$ cat src/rtl/n64_frame_receiver.sv
// rtl/n64_frame_receiver.sv - oversampled N64 one-wire response frame decoder
module n64_frame_receiver #(
    parameter int CLKS_PER_US = 12,
    parameter int FRAME_BITS  = 32,
    parameter int SYNC_STAGES = 2,
    parameter int TIMEOUT_US  = 6
) (
    input  logic                              clock,
    input  logic                              reset_n,
    input  logic                              line_in,
    input  logic                              enable,
    output logic [FRAME_BITS-1:0]             frame_data,
    output logic                              frame_valid,
    output logic                              frame_error,
    output logic                              busy,
    output logic [$clog2(FRAME_BITS+2)-1:0]   bit_count
);

    localparam int SAMPLE  = 2 * CLKS_PER_US;
    localparam int TIMEOUT = TIMEOUT_US * CLKS_PER_US;
    localparam int TW      = $clog2(TIMEOUT + 1);
    localparam int CW      = $clog2(FRAME_BITS + 2);

    localparam logic [TW-1:0] SAMPLE_LAST  = TW'(SAMPLE - 1);
    localparam logic [TW-1:0] TIMEOUT_LAST = TW'(TIMEOUT - 1);
    localparam logic [CW-1:0] BIT_MAX      = CW'(FRAME_BITS);

    typedef enum logic [2:0] {
        S_IDLE,
        S_LOW,
        S_WAIT_HIGH,
        S_HIGH,
        S_DONE,
        S_ERROR
    } state_t;

    state_t                  state;
    logic [SYNC_STAGES-1:0]  sync_q;
    logic                    line_s;
    logic                    line_prev;
    logic                    fall;
    logic [TW-1:0]           timer;
    logic [FRAME_BITS-1:0]   shift_reg;

    assign line_s = sync_q[SYNC_STAGES-1];
    assign fall   = line_prev & ~line_s;
    assign busy   = (state != S_IDLE);

    // Bring the asynchronous line into the clock domain; idle level is high.
    always_ff @(posedge clock or negedge reset_n) begin
        if (!reset_n) begin
            sync_q    <= '1;
            line_prev <= 1'b1;
        end else begin
            sync_q    <= {sync_q[SYNC_STAGES-2:0], line_in};
            line_prev <= line_s;
        end
    end

    // Bit-cell decoder: time each low phase, sample at mid-cell, police gaps.
    always_ff @(posedge clock or negedge reset_n) begin
        if (!reset_n) begin
            state       <= S_IDLE;
            timer       <= '0;
            bit_count   <= '0;
            shift_reg   <= '0;
            frame_data  <= '0;
            frame_valid <= 1'b0;
            frame_error <= 1'b0;
        end else begin
            frame_valid <= 1'b0;
            frame_error <= 1'b0;
            if (!enable) begin
                state     <= S_IDLE;
                timer     <= '0;
                bit_count <= '0;
            end else begin
                case (state)
                    S_IDLE: begin
                        timer     <= '0;
                        bit_count <= '0;
                        if (fall) begin
                            state <= S_LOW;
                        end
                    end
                    S_LOW: begin
                        if (timer == SAMPLE_LAST) begin
                            if (bit_count < BIT_MAX) begin
                                shift_reg <= (shift_reg << 1) | FRAME_BITS'(line_s);
                                bit_count <= bit_count + 1'b1;
                                timer     <= timer + 1'b1;
                                state     <= S_WAIT_HIGH;
                            end else if (line_s) begin
                                // Stop bit read as 1: publish the word during DONE.
                                frame_data  <= shift_reg;
                                frame_valid <= 1'b1;
                                state       <= S_DONE;
                            end else begin
                                frame_error <= 1'b1;
                                state       <= S_ERROR;
                            end
                        end else begin
                            timer <= timer + 1'b1;
                        end
                    end
                    S_WAIT_HIGH: begin
                        if (line_s) begin
                            timer <= '0;
                            state <= S_HIGH;
                        end else if (timer == TIMEOUT_LAST) begin
                            frame_error <= 1'b1;
                            state       <= S_ERROR;
                        end else begin
                            timer <= timer + 1'b1;
                        end
                    end
                    S_HIGH: begin
                        if (fall) begin
                            timer <= '0;
                            state <= S_LOW;
                        end else if (timer == TIMEOUT_LAST) begin
                            frame_error <= 1'b1;
                            state       <= S_ERROR;
                        end else begin
                            timer <= timer + 1'b1;
                        end
                    end
                    S_DONE:  state <= S_IDLE;
                    S_ERROR: state <= S_IDLE;
                    default: state <= S_IDLE;
                endcase
            end
        end
    end

endmodule

$ cat config.mk
export PLATFORM = sky130hd
export DESIGN_NAME = n64_frame_receiver
export DESIGN_NICKNAME = d
export VERILOG_FILES = /design/src/rtl/n64_frame_receiver.sv
export SDC_FILE = /design/constraint.sdc
export NUM_CORES = 1
export LEC_CHECK = 0
export CORE_MARGIN = 5
export CORE_UTILIZATION = 59
export CTS_CLUSTER_SIZE = 16
export DETAILED_ROUTE_END_ITERATION = 8
export GPL_TIMING_DRIVEN = 0
export HOLD_SLACK_MARGIN = 0.02
export PLACE_DENSITY = 0.84
export SLEW_MARGIN = 20
export SYNTH_ARGS = -nofsm -noshare
export SYNTH_HDL_FRONTEND = slang
export SYNTH_SLANG_ARGS = --single-unit
$ cat constraint.sdc
create_clock -name clock -period 3.4 [get_ports clock]
set_clock_uncertainty 0.1 [all_clocks]
set_input_delay 0.51 -clock clock [delete_from_list [all_inputs] [get_ports clock]]
set_output_delay 0.51 -clock clock [all_outputs]
set_load 0.01 [all_outputs]
* Word level (Yosys, flattened, before mapping)
Cells that the tools add are included.
** Storage, ports and cells
- Flip-flop bits (word level) :: 85
- Bits in latches :: 0
- Bits in writable memories :: 0
- Memory bits (read-only) :: 0
- Input bits :: 4
- Output and inout bits :: 41
- Logic and storage cells :: 67
- Memories :: 0
** Operators by class
- Add/sub/neg operators :: 2
- Multipliers :: 0
- Div/mod/pow operators :: 0
- Magnitude comparators :: 1
- Eq/ne operators :: 11
- Shift-type cells :: 0
- Mux-type cells :: 33
- Bitwise logic cells :: 4
- Reductions and logical operators :: 7
** Operators by type and width (number)
- 7-bit 2-to-1 mux :: 6
- 32-bit by 1-bit bitwise OR with 32-bit output :: 1
- 7-bit one-hot mux with 4 select lines :: 1
- 3-bit 2-to-1 mux :: 7
- 6-bit 2-to-1 mux :: 3
- 1-bit 2-to-1 mux :: 13
- 3-bit one-hot mux with 4 select lines :: 1
- 6-bit one-hot mux with 2 select lines :: 1
- 3-bit != test, second input constant :: 3
- 7-bit by 1-bit adder with 7-bit output, second input constant :: 1
- 7-bit by 5-bit equality test with 1-bit output, second input constant :: 1
- 7-bit equality test, second input constant :: 1
- 6-bit by 1-bit adder with 6-bit output, second input constant :: 1
- 3-bit by 2-bit equality test with 1-bit output, second input constant :: 2
- 6-bit less-than comparator, second input constant :: 1
- 5-bit by 1-bit != test with 1-bit output, second input constant :: 1
- 5-bit AND reduction :: 1
- 4-bit != test, second input constant :: 1
- 2-bit AND reduction :: 2
- 4-bit AND reduction :: 1
- 3-bit by 1-bit equality test with 1-bit output, second input constant :: 1
- 3-bit zero test :: 1
- 3-bit by 1-bit != test with 1-bit output, second input constant :: 1
- 1-bit one-hot mux with 3 select lines :: 1
- other kinds (4) :: 5

* Depth between registers and ports, before layout
Gate-level depths: netlist of run 1.
- Depth after elaboration :: 5
- Depth in mapped cells :: 7
- Mapped depth without buffers :: 6

* Worst setup path before layout of run 1
No wires, ideal clock.
- Path type :: register -> register
- From :: register timer[0]
- To :: register shift_reg[0]
- Library setup time :: 0.125 ns
- Data arrival time :: 1.830 ns
- Setup slack :: 1.345 ns
- Stages on the path, launching flop included :: 7
- Buffers on the path :: 1
- Clock period less this slack :: 2.055 ns
- Cells stage by stage :: dfrtp_1 -> ha_1 -> and4bb_2 -> nand2_1 -> nor3b_4 -> buf_6 -> mux2_2
** Between the ends
- Word-level cells in the longest chain between the ends :: 2
** Ends and longest elaborated chain
- from (decl) :: RTL line 42 : logic [TW-1:0] timer;
- from (signal assigned) :: RTL line 91 : timer <= timer + 1'b1;
- from (signal assigned) :: RTL line 103 : timer <= timer + 1'b1;
- from (signal assigned) :: RTL line 114 : timer <= timer + 1'b1;
- 7-bit by 5-bit equality test with 1-bit output :: RTL line 87 : if (timer == SAMPLE_LAST) begin
- 4-bit AND reduction (no line)
- to (signal assigned) :: RTL line 89 : shift_reg <= (shift_reg << 1) | FRAME_BITS'(line_s);
- to (decl) :: RTL line 43 : logic [FRAME_BITS-1:0] shift_reg;
Every way passes these cells.
A chain may end at the register's enable or synchronous reset.

* Worst setup path after layout of run 1
- From :: input enable
- To :: register shift_reg[2]
** Between the ends
- Word-level cells in the longest chain between the ends :: 1
** Ends and longest elaborated chain
- from (decl) :: RTL line 11 : input logic enable,
- 4-bit AND reduction (no line)
Every way passes these cells.

==> run metrics, run 1 <==
setup bufs post-CTS 0; most frequent cells in the layout 82 x dfrtp_1, 43 x clkdlybuf4s50_1, 35 x mux2_2; CTS hold repair buffers 0; CP required 3530 ps; largest family of logic cells by synthesized area multiplexers; Worst EP arrival 2590 ps; adder and majority gate portion of the synthesized area 0.00673; Initial Utilization 0.596; routability cong. about 0.84; Fmax between 400 and 500 MHz; vias in the first global route 2,251; DR vias about 2,200; hpwl dp 4420 um; htree depth 3; Avg Cell Area, Syn 14.5 um2; Root Buffer clkbuf_8; largest net degree at the start of global routing 47; slowest CP cell clkdlybuf4s50_1; status complete, no violations; Unique masters post-synth 41; Final setup violation count 0; met1 Usage GRT 0.232; Via density 5.56; die area 7990 um2; Synth Area in Compound Gates 0.0653; detailed-route DRC error count 0; max-slew violations 0; Die Y ~89 um; Worst-Margin Slew 572 ps; fin cells 394; NumNets Final 318; most common cell after layout, fill and taps aside dfrtp_1; PwrDens 441 nW/um2; CTS sink count 85; CTS tree built; Max-Cap Viols 0; Antenna Cells 0; unrepaired setup endpoints after global routing no; Core Box Area 6240 um2; leakage dissipation 2.10 nW; period utilisation layout 0.722; min-delay worst type input pin to async pin; placed cells 378; worst-path maximum fanout 10; sequential area share after synthesis 0.573; Final min period 2460 ps; Setup CP Type input pin to flip-flop; first-pass GRT wire length ~11,000 um; Final ANT Viol Nets 0; Synth Net Count 262; CTS Buf Count 9; clk buf depth 2; fraction of layout cells with a size suffix above 1 0.322; total power just under 2 mW; Cell Chain, Critical Path clkdlybuf4s50_1 -> nand2b_4 -> nor3_4 -> nor3b_4 -> buf_6 -> mux2_2; post_cts resized 0; Die Wd 89.4 um; layout overhead on the synthesized area 20.4%; Mapped Cells between 200 and 300; flops & latches, synth 85; grt met3 use 0.0433; Iter 0 DRT Violations 89; Post-Synth Simple-Gate Area 0.0801; max_slew headroom 0.619; Max stage delay on crit path 700 ps; CP Capture Type flip-flop; synthesized area around 3700 um2; GR peak layer met2; Ports between 40 and 50; total global-route track usage 0.176; Routed WL roughly 6400 um; Post-Synth XOR/XNOR Area 0.00471; Yosys warnings 0; average wire per standard cell 16.1 um; mux share of post-synthesis cell area 0.228; num rows 29; register clock-pin slew on the reported worst setup and hold paths approximately 90 ps; Final Hold Fails 0; total gr overflow 0; Final TNS setup 0 ps; antenna violations before repair 0; grt met2 use 0.278; CP startpoint kind input pin; Port Buf Inserts 44; VDD IR max about 0.35 mV; DR pass1 iterations 4; clk_lat worst skew 350 ps
-- final timing paths --
| kind | start | end | slack, ps | cells after the start |
|---|---|---|---|---|
| hold reg to reg | sync_q[0]$_DFF_PN1_ | sync_q[1]$_DFF_PN1_ | 260 | 0 |
| hold / removal | reset_n | frame_data[11]$_DFFE_PN0P_ | 50 | 1 |
| setup reg to reg | timer[0]$_DFFE_PN0P_ | shift_reg[2]$_DFFE_PN0P_ | 1080 | 6 |
| setup / recovery | enable | shift_reg[2]$_DFFE_PN0P_ | 940 | 6 |
| max in group asynchronous | reset_n | line_prev$_DFF_PN1_ | 2480 | 2 |
| min in group clock | sync_q[0]$_DFF_PN1_ | sync_q[1]$_DFF_PN1_ | 260 | 0 |
-- metrics by stage --
step / util / instance area [um2] / worst slack [ps] / hold slack, ps
after floorplan: - / 3720 / 1350 / 114
after global placement: 0.682 / 4260 / -1200 / 246
after detailed placement: 0.685 / 4270 / 560 / 251
after CTS: 0.718 / 4480 / 932 / 57.6
after global routing: 0.718 / 4480 / 798 / 94.0
final: 0.718 / 4480 / 944 / 54.9
-- cell families (layout without fill, tap and decap cells) --
group | after synthesis | after routing
AND/OR/NAND/NOR | 45 | 45
flip-flops | 85 | 85
multiplexers | 66 | 66
XOR/XNOR | 2 | 2
AO/OA/AOI/OAI | 40 | 40
adder cells (fa/ha/maj) | 2 | 2
buffers and inverters | 16 | 77
-- cell type report --
class | count | area (um2)
Clock inverter | 7 | 81.3
Buffer | 9 | 129
Timing Repair Buffer | 45 | 458
Multi-Input combinational cell | 155 | 1430
Fill cell | 398 | 1760
Clock buffer | 9 | 124
Inverter | 7 | 26.3
Tap cell | 77 | 96.3
Sequential cell | 85 | 2130
-- per-layer routing --
layer  vias to the layer above  part of all wire
met2                        51              0.48
met3                        11             0.047
met1                      1099              0.46
met4                         0             0.020
met5                         -                 0
li1                       1028                 -
-- worst max-delay path, delay by kind of cell --
family / cells / cell delay [ps]
and+or+nand+nor: 3 / 810
buffers and inverters: 2 / 920
muxes: 1 / 340
-- Yosys cell counts (all sizes together) --
cell type | instances | area share
a211o | 1 | 0.0024
a211oi | 2 | 0.0040
a21o | 3 | 0.0061
a21oi | 14 | 0.019
a22o | 3 | 0.0071
a31oi | 4 | 0.0067
a41oi | 1 | 0.0024
and3 | 3 | 0.0064
and3b | 1 | 0.0024
and4 | 1 | 0.0030
and4b | 1 | 0.0027
and4bb | 1 | 0.0034
buf | 9 | 0.035
dfrtp | 82 | 0.55
dfstp | 3 | 0.021
ha | 2 | 0.0067
inv | 7 | 0.0071
mux2 | 64 | 0.22
mux2i | 2 | 0.0054
nand2 | 14 | 0.014
nand2b | 6 | 0.012
nand3 | 3 | 0.0040
nand3b | 1 | 0.0020
nor2 | 4 | 0.0040
nor2b | 2 | 0.0034
nor3 | 3 | 0.0071
nor3b | 2 | 0.010
o21a | 1 | 0.0020
o21ai | 10 | 0.013
o311ai | 1 | 0.0024
or2b | 1 | 0.0020
or3 | 2 | 0.0034
xnor2 | 1 | 0.0024
xor2 | 1 | 0.0024
-- power by group --
part           leakage, nW  switching, mW  internal (mW)
Combinational        0.824          0.124         0.0848
Sequential            1.18         0.0155           1.02
Clock                0.100          0.379          0.348
Note: power is estimated with default switching activity, not from simulation.
==> run 2, diff against run 1 <==
--- a/config.mk
+++ b/config.mk
@@ -6,12 +6,12 @@
 export NUM_CORES = 1
 export LEC_CHECK = 0
 export CORE_MARGIN = 5
-export CORE_UTILIZATION = 59
+export CORE_UTILIZATION = 55
 export CTS_CLUSTER_SIZE = 16
 export DETAILED_ROUTE_END_ITERATION = 8
 export GPL_TIMING_DRIVEN = 0
 export HOLD_SLACK_MARGIN = 0.02
-export PLACE_DENSITY = 0.84
+export PLACE_DENSITY = 0.79
 export SLEW_MARGIN = 20
 export SYNTH_ARGS = -nofsm -noshare
 export SYNTH_HDL_FRONTEND = slang
==> constraint.sdc (replaced) <==
create_clock -name clock -period 2.3 [get_ports clock]
set_clock_uncertainty 0.1 [all_clocks]
set_input_delay 0.345 -clock clock [delete_from_list [all_inputs] [get_ports clock]]
set_output_delay 0.345 -clock clock [all_outputs]
set_load 0.01 [all_outputs]
==> run metrics, run 2 (synthesis gave the netlist of run 1 again) <==
Psw 0.774 mW (+49%); hpwl dp 4350 um (-1.5%); slowest CP cell dfrtp_1; CP Capture Type primary output; unrepaired setup endpoints after global routing no; Antenna Cells 0 (unchanged); Logic pwr share 0.109 (+0.003); VDD IR max 0.318 mV (-9.2%); Seq pwr share 0.544 (+0.018); Final TNS setup 0 ps (unchanged); DR vias 2,185 (-0.18%); most frequent cells in the layout 82 x dfrtp_1, 43 x clkdlybuf4s50_1, 35 x mux2_2; period utilisation layout 0.972; PwrDens 628 nW/um2 (+42%); clk buf depth 2 (unchanged); Critical R2R Capture frame_data[4]$_DFFE_PN0P_; Ports 45 (unchanged); total global-route track usage 0.157 (-0.0195); Clock power frac 0.347 (-0.021); Hold EP sync_q[1]$_DFF_PN1_; placed cells 381 (+0.79%); Initial Utilization 0.557 (-0.0393); CP startpoint kind flip-flop; most common cell after layout, fill and taps aside dfrtp_1; Reg2Reg Depth 7 (+1); average wire per standard cell 15.7 um (-2.5%); Root Buffer clkbuf_8; CTS Buf Count 9 (unchanged); min-delay worst type flip-flop to flip-flop; Max-Cap Viols 0 (unchanged); fraction of layout cells with a size suffix above 1 0.328 (+0.00636); stages on the worst setup path 2 (-4); Via density 5.46 (-1.7%); Die Y 92.2 um (+3.2%); CP required 1860 ps (-1670 ps); max_slew headroom 0.716 (+0.0971); antenna violations before repair 0 (unchanged); WHS Path Cells 0; fin cells 400 (+1.5%); Final setup violation count 0 (unchanged); Routed WL 6300 um (-1.0%); RR Startpoint timer[0]$_DFFE_PN0P_; Final min period 2240 ps; Port Buf Inserts 44 (unchanged); Worst EP arrival 1790 ps (-800 ps); worst-path maximum fanout 8 (-2); total gr overflow 0 (unchanged); layout overhead on the synthesized area 20.9%; Final ANT Viol Nets 0 (unchanged); CTS sink count 85 (unchanged); routability cong. 0.836 (-0.37%); R2R Setup Slk 120 ps (-960 ps); switch share 0.274 (+0.0117); register clock-pin slew on the reported worst setup and hold paths 80 ps (about the same); Fill cells 502 (+26%); Die Wd 92.2 um (+3.2%); Core Box Area 6680 um2 (+7.1%); CP Buf/Inv Count 1 (-1); htree depth 3 (unchanged); Final Hold Fails 0 (unchanged); num rows 30 (+3.4%); Setup CP Type flip-flop to primary output; Hold Startpoint sync_q[0]$_DFF_PN1_; NumNets Final 321 (+0.94%); Worst-Margin Slew 422 ps (-150 ps); vias in the first global route 2,141 (-4.9%); Cell Chain, Critical Path or3_1 -> clkdlybuf4s50_1; leakage dissipation 2.11 nW (+0.39%); Int Pwr 2.05 mW (+41%); largest net degree at the start of global routing 55 (+17%); Fmax ~450 MHz; status complete, no violations; DR pass1 iterations 4 (unchanged); die area 8510 um2 (+6.4%); CTS tree built; Max stage delay on crit path 510 ps (-190 ps); Iter 0 DRT Violations 97 (+9.0%); clk_lat worst skew 350 ps (about the same); detailed-route DRC error count 0 (unchanged); cell family contributing the most delay on the critical path flip-flops; max-slew violations 0 (unchanged); first-pass GRT wire length 10,600 um (-1.5%)
-- run 2: worst max-delay path by stage --
stage                          from                    endpoint  slack [ps]
6_report       state[1]$_DFFE_PN0P_                        busy          60
3_3_place_gp                reset_n  frame_data[25]$_DFFE_PN0P_       -2110
5_1_grt        state[0]$_DFFE_PN0P_                        busy           3
3_5_place_dp                 enable   shift_reg[27]$_DFFE_PN0P_        -380
4_1_cts        state[0]$_DFFE_PN0P_                        busy          40
2_1_floorplan  timer[0]$_DFFE_PN0P_    shift_reg[0]$_DFFE_PN0P_         250
-- run 2: cell type report --
class                   count  area (um2)  area share
repair buffers             48         490       0.109
multi-input cells         155        1440       0.319
clock inverters             7        60.1      0.0134
flip-flops and latches     85        2130       0.474
clock buffers               9         124      0.0276
inverters                   7        26.3     0.00584
plain buffers               9         129      0.0287
well taps                  80         100      0.0223
-- run 2: power by group through the flow --
stage / combinational, mW / sequential (mW) / clock [mW]
6_report: 0.307 / 1.54 / 0.979
5_1_grt: 0.347 / 1.54 / 1.07
4_1_cts: 0.310 / 1.54 / 1.00
3_5_place_dp: 0.307 / 1.56 / 0
3_3_place_gp: 0.290 / 1.56 / 0
2_1_floorplan: 0.204 / 1.56 / 0
-- run 2: per-stage QoR --
stage / setup WS [ps] / cell area (um2) / power, mW / hold WS (ps) / utilization
finish: 65.0 / 4500 / 2.82 / 262 / 0.673
global route: 2.81 / 4500 / 2.96 / 271 / 0.673
CTS: 40.9 / 4490 / 2.85 / 261 / 0.672
detailed placement: -385 / 4280 / 1.87 / 214 / 0.641
global placement: -2110 / 4260 / 1.85 / 247 / 0.637
floorplan: 245 / 3720 / 1.76 / -50.6 / -
-- run 2: repair_timing --
action                                  CTS  global route
endpoints found under the setup margin   27            31
resized for setup                         0             1
endpoints found under the hold margin    31             0
pin swaps                                 1             1
hold buffers                              1             0
buffers inserted                          2             0
-- run 2: metal layers --
layer / GRT usage / vias to the layer above / part of all wire
li1: - / 1041 / -
met1: 0.220 / 1098 / 0.49
met2: 0.237 / 38 / 0.47
met3: 0.0295 / 8 / 0.028
met4: 0.0718 / 0 / 0.015
met5: 0 / - / 0
==> run 3, diff against run 2 <==
--- a/config.mk
+++ b/config.mk
@@ -5,11 +5,11 @@
 export SDC_FILE = /design/constraint.sdc
 export NUM_CORES = 1
 export LEC_CHECK = 0
-export CORE_MARGIN = 5
+export CORE_MARGIN = 8
 export CORE_UTILIZATION = 55
 export CTS_CLUSTER_SIZE = 16
 export DETAILED_ROUTE_END_ITERATION = 8
-export GPL_TIMING_DRIVEN = 0
+export GPL_TIMING_DRIVEN = 1
 export HOLD_SLACK_MARGIN = 0.02
 export PLACE_DENSITY = 0.79
 export SLEW_MARGIN = 20
==> run metrics, run 3 (synthesis gave the netlist of run 1 again) <==
Die Y 98.2 um (+6.5%); average wire per standard cell 16.6 um (+5.6%); Core Box Area 6680 um2 (unchanged); unrepaired setup endpoints after global routing no; Root Buffer clkbuf_8; setup bufs post-CTS 0 (-2); total global-route track usage 0.148 (-0.00937); PwrDens 658 nW/um2 (+4.8%); post-place setup slack 114 ps (+499 ps); Crit. Startpoint state[1]$_DFFE_PN0P_; Layout Cell Area excl Fill 4520 um2 (+0.45%); final setup margin 49.0 ps (-16.0 ps); die area 9650 um2 (+13%); first-pass GRT wire length 11,500 um (+8.4%); Reg2Reg Depth 6 (-1); max_slew headroom 0.610 (-0.106); Via density 5.50 (+0.73%); Critical R2R Capture frame_data[30]$_DFFE_PN0P_; CTS sink count 85 (unchanged); DR vias 2,223 (+1.7%); fraction of layout cells with a size suffix above 1 0.333 (+0.00521); leakage dissipation 2.13 nW (+0.82%); detailed-route DRC error count 0 (unchanged); largest net degree at the start of global routing 48 (-13%); hpwl dp 4700 um (+7.9%); Ports 45 (unchanged); Final min period 2250 ps (+16.0 ps); Worst-Margin Slew 586 ps (+164 ps); Iter 0 DRT Violations 39 (-60%); register clock-pin slew on the reported worst setup and hold paths 90 ps (about the same); Setup crit end busy; num rows 30 (unchanged); RR Startpoint timer[0]$_DFFE_PN0P_; Setup CP Type flip-flop to primary output; worst-path maximum fanout 7 (-1); htree depth 3 (unchanged); VDD IR max 0.432 mV (+36%); Routed WL 6720 um (+6.7%); Max-Cap Viols 0 (unchanged); Initial Utilization 0.557 (unchanged); DR pass1 iterations 4 (unchanged); Port Buf Inserts 44 (unchanged); vias in the first global route 2,350 (+9.8%); status complete, no violations; min-delay worst type flip-flop to flip-flop; period utilisation layout 0.979 (+0.00696); NumNets Final 325 (+1.2%); Final ANT Viol Nets 0 (unchanged); CP startpoint kind flip-flop; Antenna Cells 0 (unchanged); R2R Setup Slk 120 ps (about the same); Worst EP arrival 1810 ps (+20 ps); area after detailed placement 4300 um2 (+0.32%); Final setup violation count 0 (unchanged); Die Wd 98.2 um (+6.5%); CP required 1860 ps (about the same); clk_lat worst skew 350 ps (about the same); max-slew violations 0 (unchanged); CTS Buf Count 9 (unchanged); Fmax 444 MHz (-0.71%); total gr overflow 0 (unchanged); most frequent cells in the layout 82 x dfrtp_1, 43 x clkdlybuf4s50_1, 35 x mux2_2; CTS tree built; layout overhead on the synthesized area 21.4%; clk buf depth 2 (unchanged); Final TNS setup 0 ps (unchanged); antenna violations before repair 0 (unchanged); routability cong. 0.861 (+2.9%); CP Capture Type primary output; most common cell after layout, fill and taps aside dfrtp_1; Final Hold Fails 0 (unchanged)
-- run 3: routing by layer --
layer	global-route usage	up-vias	part of all wire
li1	-	1037	-
met1	0.178	1127	0.44
met2	0.245	51	0.50
met3	0.0377	8	0.050
met4	0.0614	0	0.011
met5	0	-	0
-- run 3: worst min-delay path by stage --
stage / startpoint / end / slack, ps / depth (start not counted)
floorplan: reset_n / bit_count[0]$_DFFE_PN0P_ / -50 / 0
global placement: sync_q[0]$_DFF_PN1_ / sync_q[1]$_DFF_PN1_ / 250 / 0
detailed placement: sync_q[0]$_DFF_PN1_ / sync_q[1]$_DFF_PN1_ / 250 / 0
CTS: sync_q[0]$_DFF_PN1_ / sync_q[1]$_DFF_PN1_ / 260 / 0
global route: sync_q[0]$_DFF_PN1_ / sync_q[1]$_DFF_PN1_ / 270 / 0
finish: sync_q[0]$_DFF_PN1_ / sync_q[1]$_DFF_PN1_ / 260 / 0
-- run 3: report_power, final --
| part | switching (mW) | internal, mW | leakage (nW) |
|---|---|---|---|
| registers | 0.0134 | 1.51 | 1.18 |
| logic | 0.202 | 0.160 | 0.849 |
| clock network | 0.542 | 0.541 | 0.101 |
| total | 0.757 | 2.21 | 2.13 |
-- run 3: area by class of cell --
| class | count | area (um2) |
|---|---|---|
| clock buffers | 10 | 138 |
| repair buffers | 61 | 618 |
| fillers | 484 | 2170 |
| well taps | 80 | 100 |
| clock inverters | 6 | 70.1 |
| flip-flops and latches | 85 | 2130 |
| inverters | 7 | 26.3 |
| multi-input cells | 155 | 1430 |
-- run 3: through the flow --
step	instances	hold slack, ps	power [mW]	utilization
2_1_floorplan	256	-50.6	1.76	-
3_3_place_gp	387	246	1.90	0.643
3_5_place_dp	387	251	1.91	0.643
4_1_cts	404	263	2.99	0.676
5_1_grt	404	268	3.07	0.676
6_report	404	262	2.97	0.676
-- run 3: what timing repair did --
item	in CTS	in global routing
hold buffers	1	0
hold endpoints to repair	41	0
resized for setup	0	0
-- run 3: critical path, cell delays in order, from the launching register on --
cell and delay, ps:
dfrtp_1 410, buf_4 180, or3_1 380, clkdlybuf4s50_1 490
==> RTL edit 1: new RTL, flow settings as in run 3 <==
Make the reset (`reset_n`) synchronous in 2 clocked blocks. Comments in the files are not updated.
--- a/src/rtl/n64_frame_receiver.sv
+++ b/src/rtl/n64_frame_receiver.sv
@@ -48,5 +48,5 @@
 
     // Bring the asynchronous line into the clock domain; idle level is high.
-    always_ff @(posedge clock or negedge reset_n) begin
+    always_ff @(posedge clock) begin
         if (!reset_n) begin
             sync_q    <= '1;
@@ -59,5 +59,5 @@
 
     // Bit-cell decoder: time each low phase, sample at mid-cell, police gaps.
-    always_ff @(posedge clock or negedge reset_n) begin
+    always_ff @(posedge clock) begin
         if (!reset_n) begin
             state       <= S_IDLE;
Formal check against the unedited RTL: differs if reset_n is asserted again (counterexample within 4 cycles, from zero or initial values and one cycle with reset_n low); with reset_n held inactive, the same outputs for 10 cycles.
==> RTL edit 1 against run 3 <==
Area after synthesis shrank 7.1%; design area decreased by 8.3%; sequential share of layout area down 6.1 points; sequential cell count did not move; setup slack improved by 85 ps; core utilization shrank 0.84 points; routed wire length up 7.2%.
Power is not compared: it rests on default switching activity, and its combinational part moved more than twofold at a synthesized area within 25%.
==> RTL edit 1: results (changes against run 3) <==
- Status: complete, no violations (unchanged)
- Synth Area per Inst: 8.13 um^2 (was 14.5 um^2)
- Worst hold start: reset_n (was sync_q[0])
- Met2 GRT Util: 0.272 (was 0.245)
- Crit Path Max Fanout: 9 (was 7)
- Met3 wire len: 353 um (was 335 um)
- Seq/Total Area, Yosys: 0.493 (was 0.573)
- Library cells used by synthesis: 46 (was 41)
- Synthesized net count: 431 (was 262)
- Reg-to-Reg Start: timer[0] (unchanged)
- Hold Path Stages: 3 (was 0)
- WL met2: 3490 um (was 3340 um)
- Ys async rst share: 0 (was 1.00)
- Layout cell share with drive strength beyond 1: 0.0826 (was 0.333)
- Met1 GRT Util: 0.202 (was 0.178)
- Number of global-route vias before repair: 2686 (was 2350)
- Fillers: 518 (was 484)
- Most common library cells after synthesis: dfxtp_1 (85), nand2_1 (77), nand3_1 (72), o21ai_0 (62), clkbuf_1 (27) (was dfrtp_1 (82), mux2_2 (35), mux2_4 (29), a21oi_1 (14), nand2_1 (14))
- GR Util All Layers: 0.169 (was 0.148)
- Hold EP: frame_data[27] (was sync_q[1])
- Routed wire per std cell: 13.4 um (was 16.6 um)
- Via density: 5.51 (was 5.50)
- Largest net degree at the start of global routing: 69 (was 48)
- Worst R2R End: timer[0] (was frame_data[30])
- Met3 global-route usage: 0.0488 (was 0.0377)
- CP arrival: 1720 ps (was 1810 ps)
- Top post-synthesis cells by area: dfxtp_1 (49%), nand3_1 (10%), o21ai_0 (9.0%), nand2_1 (8.4%), clkbuf_1 (2.9%) (was dfrtp_1 (55%), mux2_4 (12%), mux2_2 (11%), buf_12 (2.2%), dfstp_2 (2.1%))
- Dpl cells: 521 (was 387)
- M1 WL: 3260 um (was 2960 um)
- Total wire length: 7200 um (was 6720 um)
- Worst Max-Slew Pin Slew: 584 ps (was 586 ps)
- Final net count: 461 (was 325)
## RTL edit 1: changes by cell type after synthesis, moves of 34 or more
cell | before | now
dfxtp_1 | 0 | 85
nand3_1 | 3 | 72
o21ai_0 | 10 | 62
dfrtp_1 | 82 | 0
mux2_2 | 35 | 1
nand2_1 | 14 | 77
## RTL edit 1: kinds of logic (layout without fill, tap and decap cells)
logic type / Yosys count / in the layout / share of synthesized area
flops: 85 / 85 / 0.493
fa+ha+maj: 2 / 2 / 0.00725
xor+xnor: 2 / 2 / 0.00507
buf+inv: 38 / 73 / 0.0457
compound gates: 98 / 98 / 0.160
simple gates: 199 / 199 / 0.286
mux: 1 / 1 / 0.00326
## RTL edit 1: final cells by class
class	count	area share
flip-flops and latches	85	0.411
multi-input cells	302	0.385
repair buffers	53	0.128
clock buffers	11	0.0341
well taps	77	0.0233
clock inverters	5	0.0145
inverters	4	0.00363
## RTL edit 1: tightest hold or removal path, delay by kind of cell
family	cells	cell delay (ps)
buf+inv	1	130
simple gates	1	70
compound gates	1	70
## RTL edit 1: how the worst max path moves through the flow
stage                        start              to  slack [ps]  cells past startpoint
after global placement    state[1]  frame_data[28]         320                      6
after floorplan           timer[0]        timer[2]         300                      7
after CTS                 state[1]            busy         130                      3
after global routing      timer[0]  frame_data[14]          30                      7
after detailed placement  timer[0]        timer[0]         230                      6
final                     state[1]            busy         130                      3
## RTL edit 1: per-stage QoR
stage,setup WS (ps),hold WS [ps],instance area (um^2),utilization,power (W)
4_1_cts,129,194,4140,0.667,0.00263
2_1_floorplan,303,286,3450,-,0.00156
6_report,134,209,4140,0.667,0.00259
3_5_place_dp,235,318,3940,0.635,0.00157
5_1_grt,31.2,229,4140,0.667,0.00269
3_3_place_gp,323,304,3940,0.635,0.00157
==> RTL edit 2: new RTL, flow settings as in run 3 <==
Without the edit above. The parameter `FRAME_BITS` goes from 32 to 16.
--- a/src/rtl/n64_frame_receiver.sv
+++ b/src/rtl/n64_frame_receiver.sv
@@ -2,5 +2,5 @@
 module n64_frame_receiver #(
     parameter int CLKS_PER_US = 12,
-    parameter int FRAME_BITS  = 32,
+    parameter int FRAME_BITS  = 16,
     parameter int SYNC_STAGES = 2,
     parameter int TIMEOUT_US  = 6
Ports: changed (resized bit_count and frame_data); port bits go from 45 to 28. No check against the original RTL was run, so the function may have changed too.
==> RTL edit 2 against run 3 <==
Worst hold slack better by 3.3 ps; routed wire length is 31% lower; sequential cell count is 33 lower; setup slack better by 54 ps; sequential power is 39% lower; area after synthesis is 36% lower; core utilization is 0.62 points lower; sequential share of layout area is 1.4 points lower; total power is 47% lower; die area is 30% lower; design area is 37% lower; critical path type unchanged; largest power group unchanged.
==> RTL edit 2: results (changes against run 3) <==
- Status: complete, no violations (unchanged)
- Setup Slack @ Placement: 137 ps (was 114 ps)
- Layout cell share with drive strength beyond 1: 0.279 (was 0.333)
- Final net count: 224 (was 325)
- Synth Area per Inst: 12.8 um^2 (was 14.5 um^2)
- Met2 GRT Util: 0.249 (was 0.245)
- Met1 GRT Util: 0.189 (was 0.178)
- Iter 0 DRT Violations: 157 (was 39)
- Comb pwr share: 0.063 (was 0.122)
- Total wire length: 4660 um (was 6720 um)
- CP arrival: 1750 ps (was 1810 ps)
- R2r setup slk: 170 ps (was 120 ps)
- Dpl cells: 262 (was 387)
- CP delay by family, top: flip-flops (was buffers and inverters)
- Global-route wire length before repair: 8050 um (was 11500 um)
- GR Util All Layers: 0.153 (was 0.148)
- Worst Max-Slew Pin Slew: 565 ps (was 586 ps)
- Final GP Congestion: 0.955 (was 0.861)
- H-tree depth: 2 (was 3)
- Top post-synthesis cells by area: dfrtp_1 (51%), mux2_2 (16%), dfstp_2 (3.3%), nor2b_1 (1.8%), a21oi_1 (1.7%) (was dfrtp_1 (55%), mux2_4 (12%), mux2_2 (11%), buf_12 (2.2%), dfstp_2 (2.1%))
- Final Cycle Share: 0.955 (was 0.979)
- Leak: 1.30 nW (was 2.13 nW)
- CP max stage delay: 520 ps (was 490 ps)
- Crit Path Max Fanout: 13 (was 7)
- Clk_lat worst skew: 310 ps (was 350 ps)
- Tot Pwr: 0.00159 W (was 0.00297 W)
- Post-DP HPWL: 3350 um (was 4700 um)
- PortBufs: 27 (was 44)
- Vias: 1628 (was 2223)
- Most common library cells after synthesis: dfrtp_1 (49), mux2_2 (33), a21oi_1 (8), nor2b_1 (7) (was dfrtp_1 (82), mux2_2 (35), mux2_4 (29), a21oi_1 (14), nand2_1 (14))
- Synthesized net count: 193 (was 262)
- Worst R2R End: shift_reg[1] (was frame_data[30])
- Seq power: 0.000936 W (was 0.00153 W)
- Sw frac: 0.248 (was 0.255)
- Slowest CP cell: dfrtp_1 (was clkdlybuf4s50_1)
[RTL edit 2: cell types whose count changed after synthesis, sizes merged, moves of 5 or more]
cell           run 3  this run
o21ai             10         4
nand2             14         5
dfrtp             82        49
nor2b              2         7
a21oi             14         8
nand2b             6         1
o31ai              0         5
mux2              64        33
[RTL edit 2: through the flow]
| step | util | cell area, um^2 | hold slack, ps |
|---|---|---|---|
| after floorplan | - | 2390 | -50.6 |
| after global placement | 0.643 | 2740 | 247 |
| after detailed placement | 0.643 | 2740 | 247 |
| after CTS | 0.669 | 2850 | 268 |
| after global routing | 0.670 | 2860 | 272 |
| final | 0.670 | 2860 | 266 |
[RTL edit 2: cells by family after synthesis]
| kind of cell | after synthesis | synth area share |
|---|---|---|
| flops | 52 | 0.545 |
| simple gates | 47 | 0.131 |
| compound gates | 40 | 0.128 |
| mux | 33 | 0.155 |
| buf+inv | 13 | 0.0303 |
| fa+ha+maj | 2 | 0.0105 |
[RTL edit 2: how the worst min path moves through the flow]
| stage | startpoint | end | cells after the start |
|---|---|---|---|
| after detailed placement | sync_q[0] | sync_q[1] | 0 |
| after floorplan | reset_n | bit_count[0] | 0 |
| final | sync_q[0] | sync_q[1] | 0 |
| after global placement | reset_n | state[1] | 1 |
| after CTS | sync_q[0] | sync_q[1] | 0 |
| after global routing | sync_q[0] | sync_q[1] | 0 |
[RTL edit 2: final cells by class]
class,count,area [um^2]
repair buffers,33,350
well taps,52,65.1
clock inverters,3,33.8
multi-input cells,122,1020
inverters,4,15.0
clock buffers,5,68.8
fillers,323,1410
flip-flops and latches,52,1310
[RTL edit 2: per-layer routing]
layer / routed length, um / part of all wire
met1: 2010 / 0.43
met2: 2270 / 0.49
met3: 312 / 0.067
met4: 60 / 0.013
met5: 0 / 0
